### config.mk
export PLATFORM = sky130hd
export DESIGN_NAME = nlprg_gen
export DESIGN_NICKNAME = d
export VERILOG_FILES = /design/src/rtl/nlprg_pkg.sv /design/src/rtl/nlprg_core.sv /design/src/rtl/nlprg_gen.sv
export SDC_FILE = /design/constraint.sdc
export NUM_CORES = 1
export LEC_CHECK = 0
export BUFFER_PORTS_ARGS = -buffer_cell sky130_fd_sc_hd__buf_2
export CORE_ASPECT_RATIO = 0.8
export CORE_UTILIZATION = 50
export DETAILED_ROUTE_END_ITERATION = 16
export PLACE_DENSITY = 0.75
export SLEW_MARGIN = 30
export SYNTH_ARGS = -nofsm -noshare
export SYNTH_HDL_FRONTEND = slang
export SYNTH_SLANG_ARGS = --single-unit
### constraint.sdc
create_clock -name ck -period 2.3 [get_ports ck]
set_input_delay 0.46 -clock ck [delete_from_list [all_inputs] [get_ports ck]]
set_output_delay 0.46 -clock ck [all_outputs]
set_load 0.1 [all_outputs]
### src/rtl/nlprg_pkg.sv
// Shared definitions for the nonlinear pseudo-random generator family:
// width limits, FSM states and the primitive-polynomial tap table.
package nlprg_pkg;

   localparam int N_MIN = 3;
   localparam int N_MAX = 32;

   typedef enum logic [1:0] {
      IDLE = 2'd0,
      RUN  = 2'd1,
      DONE = 2'd2
   } nlprg_state_e;

   // Bit (t-1) is set for every polynomial term x^t; the x^n term always sits at bit n-1.
   function automatic logic [31:0] nlprg_taps(input int n);
      logic [31:0] taps;
      case (n)
         3:       taps = 32'h0000_0006;
         4:       taps = 32'h0000_000C;
         5:       taps = 32'h0000_0014;
         6:       taps = 32'h0000_0030;
         7:       taps = 32'h0000_0060;
         8:       taps = 32'h0000_00B8;
         9:       taps = 32'h0000_0110;
         10:      taps = 32'h0000_0240;
         11:      taps = 32'h0000_0500;
         12:      taps = 32'h0000_0829;
         13:      taps = 32'h0000_100D;
         14:      taps = 32'h0000_2015;
         15:      taps = 32'h0000_6000;
         16:      taps = 32'h0000_D008;
         17:      taps = 32'h0001_2000;
         18:      taps = 32'h0002_0400;
         19:      taps = 32'h0004_0023;
         20:      taps = 32'h0009_0000;
         21:      taps = 32'h0014_0000;
         22:      taps = 32'h0030_0000;
         23:      taps = 32'h0042_0000;
         24:      taps = 32'h00E1_0000;
         25:      taps = 32'h0120_0000;
         26:      taps = 32'h0200_0023;
         27:      taps = 32'h0400_0013;
         28:      taps = 32'h0900_0000;
         29:      taps = 32'h1400_0000;
         30:      taps = 32'h2000_0029;
         31:      taps = 32'h4800_0000;
         32:      taps = 32'h8020_0003;
         default: taps = 32'h0000_0000;
      endcase
      return taps;
   endfunction

endpackage

### src/rtl/nlprg_core.sv
// Combinational successor function: Fibonacci LFSR step with the all-zero
// state spliced in between 100..0 and 00..01, giving a full 2^N cycle.
module nlprg_core
   import nlprg_pkg::*;
#(
   parameter int N = 11
) (
   input  logic [N-1:0] s,
   output logic [N-1:0] s_nxt
);

   localparam logic [31:0]  TAPS_ALL = nlprg_taps(N);
   localparam logic [N-1:0] TAPS     = TAPS_ALL[N-1:0];

   logic fb;

   // Flipping the feedback when the low N-1 bits are zero routes 100..0 -> 0 -> 00..01.
   always_comb begin
      fb    = (^(s & TAPS)) ^ (s[N-2:0] == '0);
      s_nxt = {s[N-2:0], fb};
   end

endmodule

### src/rtl/nlprg_gen.sv
// Parametrised nonlinear pseudo-random generator with seed load, valid/ready
// output stream, period-wrap pulse and optional one-shot (single period) mode.
module nlprg_gen
   import nlprg_pkg::*;
#(
   parameter int N           = 11,
   parameter bit ONESHOT_DEF = 1'b0
) (
   input  logic         ck,
   input  logic         rst_n,
   input  logic         en,
   input  logic         mode,
   input  logic         ld,
   input  logic [N-1:0] seed,
   output logic [N-1:0] o,
   output logic         o_vld,
   input  logic         o_rdy,
   output logic         wrap,
   output logic         done
);

   if (N < N_MIN || N > N_MAX) begin : g_bad_width
      $error("nlprg_gen: N=%0d outside legal range %0d..%0d", N, N_MIN, N_MAX);
   end

   nlprg_state_e state_q, state_d;
   logic [N-1:0] s_q, s_d;
   logic [N-1:0] start_q, start_d;
   logic         mode_q, mode_d;
   logic         wrap_q, wrap_d;
   logic [N-1:0] s_nxt;
   logic         xfer;
   logic         hit_start;

   nlprg_core #(
      .N(N)
   ) u_core (
      .s     (s_q),
      .s_nxt (s_nxt)
   );

   assign o_vld     = (state_q == RUN) && en;
   assign xfer      = o_vld && o_rdy;
   assign hit_start = (s_nxt == start_q);
   assign o         = s_q;
   assign wrap      = wrap_q;
   assign done      = (state_q == DONE);

   // Load beats everything; a transfer coincident with load is consumed without advancing.
   always_comb begin
      state_d = state_q;
      s_d     = s_q;
      start_d = start_q;
      mode_d  = mode_q;
      wrap_d  = 1'b0;

      if (ld) begin
         s_d     = seed;
         start_d = seed;
         mode_d  = mode;
         state_d = en ? RUN : IDLE;
      end else begin
         case (state_q)
            IDLE: begin
               if (en) begin
                  state_d = RUN;
               end
            end
            RUN: begin
               if (!en) begin
                  state_d = IDLE;
               end else if (xfer) begin
                  s_d    = s_nxt;
                  wrap_d = hit_start;
                  if (mode_q && hit_start) begin
                     state_d = DONE;
                  end
               end
            end
            DONE: begin
               state_d = DONE;
            end
            default: begin
               state_d = IDLE;
            end
         endcase
      end
   end

   always_ff @(posedge ck or negedge rst_n) begin
      if (!rst_n) begin
         state_q <= IDLE;
         s_q     <= '0;
         start_q <= '0;
         mode_q  <= ONESHOT_DEF;
         wrap_q  <= 1'b0;
      end else begin
         state_q <= state_d;
         s_q     <= s_d;
         start_q <= start_d;
         mode_q  <= mode_d;
         wrap_q  <= wrap_d;
      end
   end

endmodule
==> run_results.csv <==
group,metric,value,unit
run_status,run_status,"finished, final reports clean",
clock_tree,cts.sinks,26,
logic_synthesis,syn-num-nets,139,
global_route,grt_pass1_vias,907,
finish,fin_nets,169,
drt,dr.pass1.iters,4,
drt,drc_errors,0,
finish,most-common-layout-cells,"buf_2 (30), dfrtp_1 (26), o21ai_0 (21), nand2_1 (11)",
clock_tree,clkTransAtPathRegs,0.14,ns
floorplan,dieWidth,58.3,µm
setup_path,reg2reg_slack,0.59,ns
timing,fin_ws,0.404,ns
setup_path,startpoint_type,"flop",
finish,syn2layout_area_growth,16.2,%
drt,wl_per_cell,14.2,µm
timing,relSlewSlack,62.7,%
timing,setup_tns,0,ns
clock_tree,cts_buffer_depth,2,
logic_synthesis,synth_warnings,0,
logic_synthesis,yosysSeqAreaShare,51.4,%
clock_tree,clock_latency,0.32,ns
timing,worst_pin_slew,0.560,ns
logic_synthesis,yosys.area.top_type,"dfrtp_1",
floorplan,rows,15,
setup_path,cp-end-kind,"output port",
clock_tree,cts_tree,"yes",
setup_path,cp.required,1.84,ns
setup_path,cp_max_fo,3,
setup_path,critPathKind,"reg -> out",
global_route,grt_max_degree,38,
floorplan,core_area,2270,µm²
power,ir_worst_vdd,0.441,mV
logic_synthesis,ys_ff_latch,26,
global_route,grt_antenna_before_repair,0,
hold_path,hp-class,"in -> async",
placement,dpl.cell_count,181,
floorplan,initial_core_util,55.8,%
logic_synthesis,ys_types,28,
timing,finalSetupViolations,0,
global_route,grt_overflow,0,
timing,finalMaxSlewViolations,0,
global_route,grt_pass1_wl,4170,µm
floorplan,die_y,47.0,µm
power,power_density,740,nW/µm²
placement,dpl.hpwl,1930,µm
logic_synthesis,synth_top_cell_area_share,51.4,%
drt,ant_nets,0,
global_route,grt_usage,21.2,%
timing,rsz0062_at_grt,"false",
finish,design_area,1470,µm²
placement,place.gp.congestion,0.837,
floorplan,die_area,2740,µm²
placement,placed_area,1440,µm²
timing,worst_clock_skew,0.00244,ns
run,cap_violations,0,
timing,fin_crit_sh,82.4,%
finish,antenna_cells,0,
drt,vias,970,
power,p_leak,0.753,nW
finish,fillCellCount,204,
logic_synthesis,synth_cells,122,
placement,pre_cts_ws,0.547,ns
drt,wl,2620,µm
clock_tree,cts_buffers,3,
finish,layout-drive-gt1-share,25.8,%
logic_synthesis,avgSynthCellArea,10.4,µm²
timing,finalHoldViolations,0,
clock_tree,cts-root-buf,"clkbuf_4",
clock_tree,post_cts_buffers,0,
logic_synthesis,synth_area_leaders,"dfrtp_1 (51%), o21ai_0 (8.3%), mux2i_1 (7.9%)",
finish,stdcell_count,185,
power,power,1.09,mW
finish,layout_commonest_cell,"buf_2",
clock_tree,cts_resized,0,
drt,drt_iter0_markers,22,
setup_path,critical_path_arrival,1.44,ns
logic_synthesis,syn-cell-area,1270,µm²
floorplan,io_pins,31,
timing,fmax,0.527,GHz
drt,vias_per_cell,5.24,
placement,numPortBuffers,30,
clock_tree,htreeDepth,1,
timing,finalCriticalPeriod,1.90,ns
clock_tree,holdBufCountCts,0,
## report_power, final
part / internal [mW] / leakage, nW / total (mW) / switching, mW
registers: 0.496 / 0.317 / 0.545 / 0.0482
clock network: 0.0969 / 0.0210 / 0.230 / 0.133
logic: 0.0800 / 0.415 / 0.315 / 0.235
## critical path, cell delays in order, from the launching register on
cell and delay [ns]:
dfrtp_1 0.42, and3b_1 0.26, buf_2 0.44
## state kept, by name (all words and copies together) (netlist names)
register	flops
wrap	1
start_q	11
o	11
state_q	2
mode_q	1
## synthesized netlist by cell type
master    instances
a31oi_1           1
a21oi_1           3
nand2b_1          3
clkbuf_1          3
mux2_2            2
nor4_1            2
o31ai_1           2
dfrtp_1          26
buf_4             1
or2b_1            1
nor2b_1           2
mux2i_1          10
nor3_1            2
nor2_1            1
nor4_2            1
and3b_1           1
and4b_1           1
o311a_1           1
o21ai_0          21
buf_2             1
inv_1            10
xor2_1           10
nand3_1           2
nor3_2            1
xnor3_1           1
and2_1            1
nand2_1          11
nand2_2           1
## layout make-up
type	instances	area [µm²]	area share (%)
tap	34	42.5	2.89
multi-input combinational	81	554	37.7
timing repair buffer	30	150	10.2
clock buffer	4	36.3	2.47
inverter	10	37.5	2.55
sequential	26	651	44.2
## logic make-up after synthesis
group                  share of synthesized area [%]
AND/OR/NAND/NOR                                 13.4
buffers and inverters                           4.84
multiplexers                                    9.68
AO/OA/AOI/OAI                                   12.0
XOR/XNOR                                        8.70
flip-flops                                      51.4
## final timing paths
check,from,to,cells after the start
min reg2reg,start_q[3],start_q[3],2
min in group ck,seed[7],o[7],3
min,rst_n,state_q[1],1
max,state_q[1],o_vld,2
max in group asynchronous,rst_n,start_q[8],1
max reg2reg,o[2],state_q[0],4
## through the flow
step | utilization [%] | hold slack (ns)
after CTS | 64.8 | 0.129
after floorplan | - | 0.164
after global placement | 63.2 | 0.481
after global routing | 64.8 | 0.134
final | 64.8 | 0.105
after detailed placement | 63.2 | 0.488
## per-layer routing
metal | track usage, % | vias to the layer above | part of all wire [%]
met5 | 0 | - | 0
met4 | 7.62 | 0 | 0.88
met3 | 6.61 | 4 | 4.0
met2 | 37.0 | 26 | 48
met1 | 25.5 | 468 | 47
li1 | - | 472 | -
Note: power is estimated with default switching activity, not from simulation.
